===== src/rtl/elevator_ctrl.sv =====
// Elevator floor scheduler: latches calls, picks direction with a SCAN policy,
// steps one floor per TRAVEL_TICKS timebase ticks and holds the door DOOR_TICKS ticks.
module elevator_ctrl #(
  parameter int NUM_FLOORS   = 4,
  parameter int FLOOR_W      = 2,
  parameter int TRAVEL_TICKS = 2,
  parameter int DOOR_TICKS   = 3
) (
  input  logic                  clk,
  input  logic                  rst,
  input  logic                  tick,
  input  logic [NUM_FLOORS-1:0] req,
  output logic [FLOOR_W-1:0]    cur_floor,
  output logic                  moving_up,
  output logic                  moving_down,
  output logic                  door_open,
  output logic [NUM_FLOORS-1:0] pending
);

  localparam int CNT_MAX = (TRAVEL_TICKS > DOOR_TICKS) ? TRAVEL_TICKS : DOOR_TICKS;
  localparam int CNT_W   = $clog2(CNT_MAX + 1);

  typedef enum logic [1:0] {IDLE, MOVE_UP, MOVE_DOWN, DOOR} state_t;
  typedef enum logic {DIR_UP, DIR_DOWN} dir_t;

  state_t                state, state_n;
  dir_t                  dir, dir_n;
  logic [CNT_W-1:0]      cnt, cnt_n;
  logic [FLOOR_W-1:0]    floor_n, nf;
  logic [NUM_FLOORS-1:0] pending_n, eff, set, clr;
  logic                  restart, travel_done;

  function automatic logic any_above(input logic [NUM_FLOORS-1:0] calls,
                                     input logic [FLOOR_W-1:0] f);
    logic hit;
    hit = 1'b0;
    for (int unsigned i = 0; i < NUM_FLOORS; i++)
      if (i > 32'(f) && calls[i]) hit = 1'b1;
    return hit;
  endfunction

  function automatic logic any_below(input logic [NUM_FLOORS-1:0] calls,
                                     input logic [FLOOR_W-1:0] f);
    logic hit;
    hit = 1'b0;
    for (int unsigned i = 0; i < NUM_FLOORS; i++)
      if (i < 32'(f) && calls[i]) hit = 1'b1;
    return hit;
  endfunction

  function automatic logic [NUM_FLOORS-1:0] bit_of(input logic [FLOOR_W-1:0] f);
    return NUM_FLOORS'(1) << f;
  endfunction

  always_comb begin
    state_n     = state;
    dir_n       = dir;
    floor_n     = cur_floor;
    nf          = cur_floor;
    clr         = '0;
    restart     = 1'b0;
    // Calls arriving on the arrival clk count as already pending there.
    eff         = pending | req;
    set         = req;
    if (state == DOOR) set[cur_floor] = 1'b0;
    travel_done = tick && (cnt == CNT_W'(TRAVEL_TICKS - 1));

    case (state)
      IDLE: begin
        if (pending[cur_floor]) begin
          state_n = DOOR;
          clr     = bit_of(cur_floor);
        end else if (any_above(pending, cur_floor) &&
                     (dir == DIR_UP || !any_below(pending, cur_floor))) begin
          state_n = MOVE_UP;
          dir_n   = DIR_UP;
        end else if (any_below(pending, cur_floor)) begin
          state_n = MOVE_DOWN;
          dir_n   = DIR_DOWN;
        end
      end
      MOVE_UP: begin
        if (travel_done) begin
          nf      = cur_floor + FLOOR_W'(1);
          floor_n = nf;
          if (eff[nf]) begin
            state_n = DOOR;
            clr     = bit_of(nf);
          end else if (any_above(eff, nf)) begin
            restart = 1'b1;
          end else begin
            state_n = IDLE;
          end
        end
      end
      MOVE_DOWN: begin
        if (travel_done) begin
          nf      = cur_floor - FLOOR_W'(1);
          floor_n = nf;
          if (eff[nf]) begin
            state_n = DOOR;
            clr     = bit_of(nf);
          end else if (any_below(eff, nf)) begin
            restart = 1'b1;
          end else begin
            state_n = IDLE;
          end
        end
      end
      DOOR: begin
        if (req[cur_floor]) restart = 1'b1;
        else if (tick && cnt == CNT_W'(DOOR_TICKS - 1)) state_n = IDLE;
      end
      default: state_n = IDLE;
    endcase

    // A tick on a transition clk is dropped, as is one on a restart clk.
    if (state_n != state || restart) cnt_n = '0;
    else if (tick)                   cnt_n = cnt + CNT_W'(1);
    else                             cnt_n = cnt;

    pending_n = (pending | set) & ~clr;
  end

  always_ff @(posedge clk) begin
    if (rst) begin
      state       <= IDLE;
      dir         <= DIR_UP;
      cnt         <= '0;
      cur_floor   <= '0;
      pending     <= '0;
      moving_up   <= 1'b0;
      moving_down <= 1'b0;
      door_open   <= 1'b0;
    end else begin
      state       <= state_n;
      dir         <= dir_n;
      cnt         <= cnt_n;
      cur_floor   <= floor_n;
      pending     <= pending_n;
      moving_up   <= (state_n == MOVE_UP);
      moving_down <= (state_n == MOVE_DOWN);
      door_open   <= (state_n == DOOR);
    end
  end

endmodule

===== config.mk =====
export PLATFORM = sky130hd
export DESIGN_NAME = elevator_ctrl
export DESIGN_NICKNAME = d
export VERILOG_FILES = /design/src/rtl/elevator_ctrl.sv
export SDC_FILE = /design/constraint.sdc
export NUM_CORES = 1
export LEC_CHECK = 0
export BUFFER_PORTS_ARGS = -buffer_cell sky130_fd_sc_hd__clkbuf_2
export CAP_MARGIN = 0
export CORE_UTILIZATION = 25
export DETAILED_ROUTE_END_ITERATION = 8
export SYNTH_ARGS = -nofsm -noshare
export SYNTH_HDL_FRONTEND = slang
export SYNTH_SLANG_ARGS = --single-unit

===== constraint.sdc =====
create_clock -name clk -period 3.3 [get_ports clk]
set_input_delay 0.825 -clock clk [delete_from_list [all_inputs] [get_ports clk]]
set_output_delay 0.825 -clock clk [all_outputs]
set_load 0.005 [all_outputs]

==> results of run 1 <==
flip-flops by register name, indices dropped and copies added (netlist names):
| signal | flops |
|---|---|
| dir | 1 |
| state | 2 |
| moving_down | 1 |
| pending | 4 |
| moving_up | 1 |
| cur_floor | 2 |
| cnt | 2 |
| door_open | 1 |
worst paths after layout:
check / start / endpoint / cells past startpoint / slack, ns
worst min register to register: cnt[0]$_SDFFE_PP0P_ / cnt[0]$_SDFFE_PP0P_ / 2 / 0.55
worst max register to register: cur_floor[1]$_SDFFE_PP0P_ / moving_up$_SDFF_PP0_ / 8 / 0.44
worst min-delay path: cnt[0]$_SDFFE_PP0P_ / cnt[0]$_SDFFE_PP0P_ / 2 / 0.55
worst max-delay path: cur_floor[1]$_SDFFE_PP0P_ / moving_up$_SDFF_PP0_ / 8 / 0.44
worst register-to-register path: cells and delay by family, from the launching register on:
kind | cells | cell delay (ns)
flip-flops | 1 | 0.55
AO/OA/AOI/OAI | 1 | 0.16
buffers and inverters | 1 | 0.17
AND/OR/NAND/NOR | 5 | 1.48
adder cells (fa/ha/maj) | 1 | 0.44
cells in the mapped netlist (all sizes together) (3+ instances only):
cell type	n	area, um2
nand2	14	52.6
nor2	7	26.3
and2	5	35.0
a221oi	3	32.5
ha	15	188
inv	10	37.5
a21oi	11	55.1
nor4b	5	43.8
dfxtp	14	280
o21ai	13	68.8
nor4	6	50.0
a22oi	5	37.5
a211oi	4	30.0
o21bai	4	30.0
cells by family (layout without fill, tap and decap cells):
family | after synthesis | count (layout)
muxes | 2 | 2
adders and majority gates | 15 | 15
buffers and inverters | 13 | 30
xor gates and xnor gates | 2 | 2
AOI/OAI and AO/OA | 51 | 51
and+or+nand+nor | 53 | 53
DFF | 14 | 14
final cells by class:
| type | count | area share, % |
|---|---|---|
| clock buffer | 4 | 3.75 |
| inverter | 10 | 2.56 |
| multi-input combinational | 123 | 63.3 |
| sequential | 14 | 19.1 |
| tap | 67 | 5.71 |
| timing repair buffer | 16 | 5.62 |
stage by stage:
stage	util, %	area [um2]
after floorplan	-	1270
after global placement	29.4	1410
after detailed placement	29.4	1410
after CTS	30.5	1470
after global routing	30.5	1470
final	30.5	1470
power by group through the flow:
stage / registers (mW) / logic [mW] / clock network, mW
final: 0.281 / 0.600 / 0.172
after global routing: 0.292 / 0.671 / 0.190
after CTS: 0.280 / 0.597 / 0.180
after detailed placement: 0.284 / 0.593 / 0
after global placement: 0.283 / 0.596 / 0
after floorplan: 0.272 / 0.464 / 0
routing by layer:
layer	vias to the layer above	global-route usage, %	share of wire (%)	wire length (um)
li1	601	-	-	-
met1	579	19.5	48	1570
met2	53	20.6	43	1410
met3	3	4.53	9.1	301
met4	0	2.40	0.42	14
met5	-	0	0	0
==> run_results.csv, run 1 <==
group,metric,value,unit
run_status,status,"finished, final reports clean",
timing,rsz0062_at_grt,"no",
yosys,synth_edf_count,0,
cts,clock_sink_count,14,
cts,cts_root_buf,"clkbuf_8",
critical_path,crit_path_max_fanout,13,
placed_design,place_hpwl,2480,um
cts,ctsHoldBuffers,0,
critical_path,crit_path_end_kind,"flip-flop",
cts,tritoncts,"built",
power_and_ir_drop,power.switching,466,uW
placed_design,io_buffers,15,
yosys,synthCells,150,
cts,clock_path_buffers,2,
power_and_ir_drop,p_int,587,uW
yosys,synth-xor-area-share,1.38,%
placed_design,gp_congestion,0.929,
critical_path,arrival,3.04,ns
power_and_ir_drop,peakVddDrop,273,uV
yosys,synth_seq_cells,14,
cts,cts_resized,0,
timing,worst_pin_slew,0.711,ns
floorplanning,num_io_pins,16,
timing,fin_ws,0.441,ns
yosys,yosys.area_share.simple,25.2,%
power_and_ir_drop,p_comb_share,57.0,%
routing,ant_nets,0,
critical_path,critPathKind,"reg2reg",
critical_path,required,3.49,ns
cells_and_area,fin_nets,190,
yosys,postSynth.asyncResetShare,0,%
grt,grtUsageTotal,13.8,%
cts,htree_levels,1,
routing,dr.pass1.iters,4,
floorplanning,die_h,73.3,um
routing,wl_per_cell,14.1,um
yosys,syn_nets,172,
critical_path,cpLargestDelayFamily,"simple AND/OR/NAND/NOR gates",
grt,grt_pass1_wl,5640,um
timing,skew,0.00406,ns
cells_and_area,multi_input_area,930,um2
yosys,yosys_warnings,0,
power_and_ir_drop,power.total,1.05,mW
grt,first_global_vias,1114,
critical_path,cp_slowest_cell,"dfxtp_1",
power_and_ir_drop,seqPwrFrac,26.7,%
cells_and_area,area_growth,15.7,%
cells_and_area,layout-drive-gt1-share,19.2,%
timing,period_needed,2.86,ns
routing,avgViaCountPerCell,5.28,
timing,setup_tns,0,ns
yosys,synthAdderAreaFrac,14.8,%
placed_design,place_ws,0.496,ns
yosys,synth_compound_area_share,27.7,%
power_and_ir_drop,power.clock.fraction,16.3,%
routing,drc_errors,0,
cells_and_area,layout_common_cells,"ha_1, clkbuf_2, nand2_1, dfxtp_1, o21ai_0",
min_path,hold_class,"reg2reg",
timing,hold_viol_final,0,
grt,gr-total-overflow,0,
power_and_ir_drop,p_per_area,717,nW/um2
cts,postCtsSetupRepairBufs,0,
yosys,synth_area,1270,um2
critical_path,crit_chain,"inv_1 -> ha_1 -> nor4bb_1 -> nor4_2 -> a221oi_2 -> and2_4 -> or4_4 -> nor2b_1",
critical_path,cp_slowest_stage_delay,0.55,ns
critical_path,worstSetupStartpointType,"flip-flop",
power_and_ir_drop,p_sw_share,44.2,%
cells_and_area,regArea,280,um2
yosys,ys_seq_area_share,22.1,%
grt,grt_max_degree,16,
timing,whs,0.555,ns
timing,max_freq,350,MHz
cts,clkTransAtPathRegs,0.06,ns
cells_and_area,diodes,0,
floorplanning,placementRows,25,
cts,cts_buffers,3,
yosys,synth_cell_types,46,
placed_design,place_inst,230,
floorplanning,design.die.area,5370,um2
cells_and_area,final_cells,234,
timing,fin_crit_sh,86.6,%
floorplanning,start_util,26.4,%
routing,vias,1236,
cells_and_area,fill_cells,534,
critical_path,critical_path_buf_inv_count,1,
routing,routed_wl,3300,um
cts,clock_latency,0.25,ns
flow_run,cap_viol_max_count,0,
yosys,ys.flop_type,"dfxtp_1",
yosys,synth_mux_area_share,4.14,%
floorplanning,core_area,4820,um2
power_and_ir_drop,p_leak,0.571,nW
yosys,avgSynthCellArea,8.47,um2
timing,timing.final.max_slew_violations,0,
timing,max_slew_margin,52.6,%
grt,antenna_found_initial,0,
routing,drt_iter0_drc,71,
yosys,synth_top_family_by_area,"compound AO/OA/AOI/OAI gates",
floorplanning,die_w,73.3,um
timing,setup_viol_count_final,0,
No activity file was read; power rests on OpenSTA's default activity.
==> run 2, diff against run 1 <==
--- a/config.mk
+++ b/config.mk
@@ -5,6 +5,7 @@
 export SDC_FILE = /design/constraint.sdc
 export NUM_CORES = 1
 export LEC_CHECK = 0
+export ABC_AREA = 1
 export BUFFER_PORTS_ARGS = -buffer_cell sky130_fd_sc_hd__clkbuf_2
 export CAP_MARGIN = 0
 export CORE_UTILIZATION = 25
==> run 2 against run 1 <==
Critical path depth is 5 higher. Register-to-register slack improved by 0.55 ns. Core utilization up 0.37 points. Clock power rose by 3%.
==> run_results.csv, run 2 <==
group,metric,value,unit
timing,hold_viol_final,0,
timing,max_slew_margin,57.7,%
floorplanning,start_util,26.7,%
yosys,postSynth.asyncResetShare,0,%
cells_and_area,diodes,0,
floorplanning,die_w,73.9,um
critical_path,critical_path_buf_inv_count,2,
yosys,synth_area_leader_cell,"dfxtp_1",
timing,rsz0062_at_grt,"no",
grt,grtUsageTotal,12.9,%
critical_path,r2r_start,"cur_floor[0]$_SDFFE_PP0P_",
critical_path,cpLargestDelayFamily,"simple AND/OR/NAND/NOR gates",
power_and_ir_drop,p_per_area,663,nW/um2
min_path,min_delay_path_depth,2,
placed_design,io_buffers,15,
flow_run,cap_viol_max_count,0,
yosys,synth_mux_area_share,0,%
timing,skew,0.0118,ns
critical_path,arrival,2.48,ns
yosys,yosysMostFrequentCell,"nand2_1",
routing,drc_errors,0,
cts,cts_buffers,3,
floorplanning,num_io_pins,16,
cts,cts_resized,0,
cts,postCtsSetupRepairBufs,0,
routing,wl_per_cell,11.8,um
cells_and_area,fin_nets,230,
cells_and_area,largest-register,"pending",
cts,clock_latency,0.25,ns
yosys,yosys.area_share.simple,38.2,%
cells_and_area,final_common_cell,"nand2_1",
power_and_ir_drop,p_leak,0.725,nW
timing,worst_pin_slew,0.634,ns
critical_path,cp_slowest_stage_delay,0.73,ns
cts,clock_sink_count,14,
yosys,yosys-top-cells-area,"dfxtp_1, ha_1, nand2_1",
routing,avgViaCountPerCell,4.66,
routing,vias,1278,
cts,ctsHoldBuffers,0,
routing,drt_iter0_drc,124,
critical_path,crit_chain,"inv_8 -> ha_1 -> nand2_1 -> nand3b_2 -> nand2_2 -> inv_4 -> nand2_4 -> a21oi_4 -> nand2_2 -> nand2_2 -> nand2_1 -> nand3_2 -> nor3_2",
timing,setup_tns,0,ns
timing,setup_viol_count_final,0,
routing,dr.pass1.iters,4,
yosys,synth_cell_types,28,
critical_path,path_common_cell,"nand2_2",
critical_path,critPathKind,"reg2reg",
grt,antenna_found_initial,0,
yosys,synth_area,1290,um2
grt,gr-total-overflow,0,
critical_path,reg2reg_depth,13,
placed_design,gp_congestion,0.842,
yosys,ys_seq_area_share,21.7,%
cells_and_area,largest_reg_flops,4,
timing,period_needed,2.31,ns
timing,timing.final.max_slew_violations,0,
cts,tritoncts,"built",
critical_path,critPathCapture,"cnt[0]$_SDFFE_PP0P_",
run_status,status,"finished, final reports clean",
min_path,hold_class,"reg2reg",
yosys,yosysTopAreaCellShare,21.7,%
critical_path,cp-startpoint,"cur_floor[0]$_SDFFE_PP0P_",
cts,clkTransAtPathRegs,0.07,ns
yosys,synthAdderAreaFrac,14.5,%
cts,cts_root_buf,"clkbuf_8",
yosys,avgSynthCellArea,6.85,um2
critical_path,r2r_setup_slack,0.99,ns
cells_and_area,layout_common_cells,"nand2_1, nand3_1, inv_1",
critical_path,crit_path_end_kind,"flip-flop",
floorplanning,placementRows,25,
timing,max_freq,433,MHz
yosys,synth_seq_cells,14,
cells_and_area,layout-drive-gt1-share,25.1,%
cells_and_area,area_growth,15.7,%
power_and_ir_drop,peakVddDrop,194,uV
critical_path,crit_path_max_fanout,14,
cts,clock_path_buffers,2,
critical_path,required,3.47,ns
cts,htree_levels,1,
critical_path,r2r-end,"cnt[0]$_SDFFE_PP0P_",
yosys,synth_edf_count,0,
grt,grt_max_degree,15,
floorplanning,core_area,4850,um2
critical_path,cp.depth,13,
placed_design,place_hpwl,2550,um
timing,fin_crit_sh,69.9,%
routing,ant_nets,0,
yosys,yosys_warnings,0,
critical_path,cp_slowest_cell,"dfxtp_1",
power_and_ir_drop,power.total,992,uW
cells_and_area,fill_cells,525,
floorplanning,die_h,73.9,um
routing,routed_wl,3240,um
critical_path,worstSetupStartpointType,"flip-flop",
grt,first_global_vias,1175,
floorplanning,design.die.area,5470,um2
yosys,synth_common_cells,"nand2_1, nand3_1, inv_1",
yosys,synthCells,189,
yosys,synth_compound_area_share,14.3,%
yosys,synth-xor-area-share,0.677,%
yosys,ys.flop_type,"dfxtp_1",
grt,grt_pass1_wl,5370,um
yosys,syn_nets,211,
yosys,synth_top_family_by_area,"simple AND/OR/NAND/NOR gates",
[run 2: cell count changes in the layout (fill, tap and decap cells not counted), moves of 4 or more]
cell      delta
a22oi_1      -5
inv_1       +11
inv_2        +8
nand2_1     +31
nand2_2      +8
nand3_1     +21
nand3_2      +5
nor4_1       -4
nor4b_1      -5
o21bai_1     -4
[run 2: final cells by class]
type                    count  area (um2)  share of cell area (%)
inverters                  31         126                    8.44
flip-flops and latches     14         280                    18.7
repair buffers             15        75.1                    5.02
well taps                  67        83.8                    5.60
multi-input cells         143         876                    58.5
clock buffers               4        55.1                    3.68
[run 2: stage by stage]
step	setup WS [ns]	hold WS (ns)	cells	utilization, %	instance area, um2
after detailed placement	1.04	0.446	270	29.7	1440
after CTS	1.01	0.458	274	30.9	1500
after floorplan	1.36	0.423	189	-	1290
final	0.993	0.451	274	30.9	1500
after global placement	1.10	0.437	270	29.7	1440
after global routing	0.801	0.501	274	30.9	1500
[run 2: how the worst min path moves through the flow]
stage | to | slack (ns) | start
finish | dir$_SDFFE_PP0P_ | 0.45 | dir$_SDFFE_PP0P_
global route | dir$_SDFFE_PP0P_ | 0.50 | dir$_SDFFE_PP0P_
CTS | dir$_SDFFE_PP0P_ | 0.46 | dir$_SDFFE_PP0P_
detailed placement | dir$_SDFFE_PP0P_ | 0.45 | dir$_SDFFE_PP0P_
global placement | dir$_SDFFE_PP0P_ | 0.44 | dir$_SDFFE_PP0P_
floorplan | dir$_SDFFE_PP0P_ | 0.42 | dir$_SDFFE_PP0P_
[run 2: layer usage]
layer | GRT usage, % | share of wire (%)
met5 | 0 | 0
met4 | 5.13 | 1.3
met3 | 2.98 | 6.1
met2 | 20.5 | 45
met1 | 17.0 | 47
[run 2: worst min-delay path, cell delays in order (launching register included)]
cell,delay (ns)
dfxtp_1,0.31
inv_1,0.05
a21oi_1,0.05
[run 2: report_power, final]
part / switching [mW] / total (mW) / internal (mW)
logic: 0.357 / 0.547 / 0.190
clock network: 0.0716 / 0.177 / 0.106
registers: 0.0498 / 0.267 / 0.217
[run 2: kinds of logic after synthesis]
| group | Yosys count |
|---|---|
| buffers and inverters | 32 |
| flip-flops | 14 |
| AND/OR/NAND/NOR | 96 |
| XOR/XNOR | 1 |
| AO/OA/AOI/OAI | 31 |
| adder cells (fa/ha/maj) | 15 |
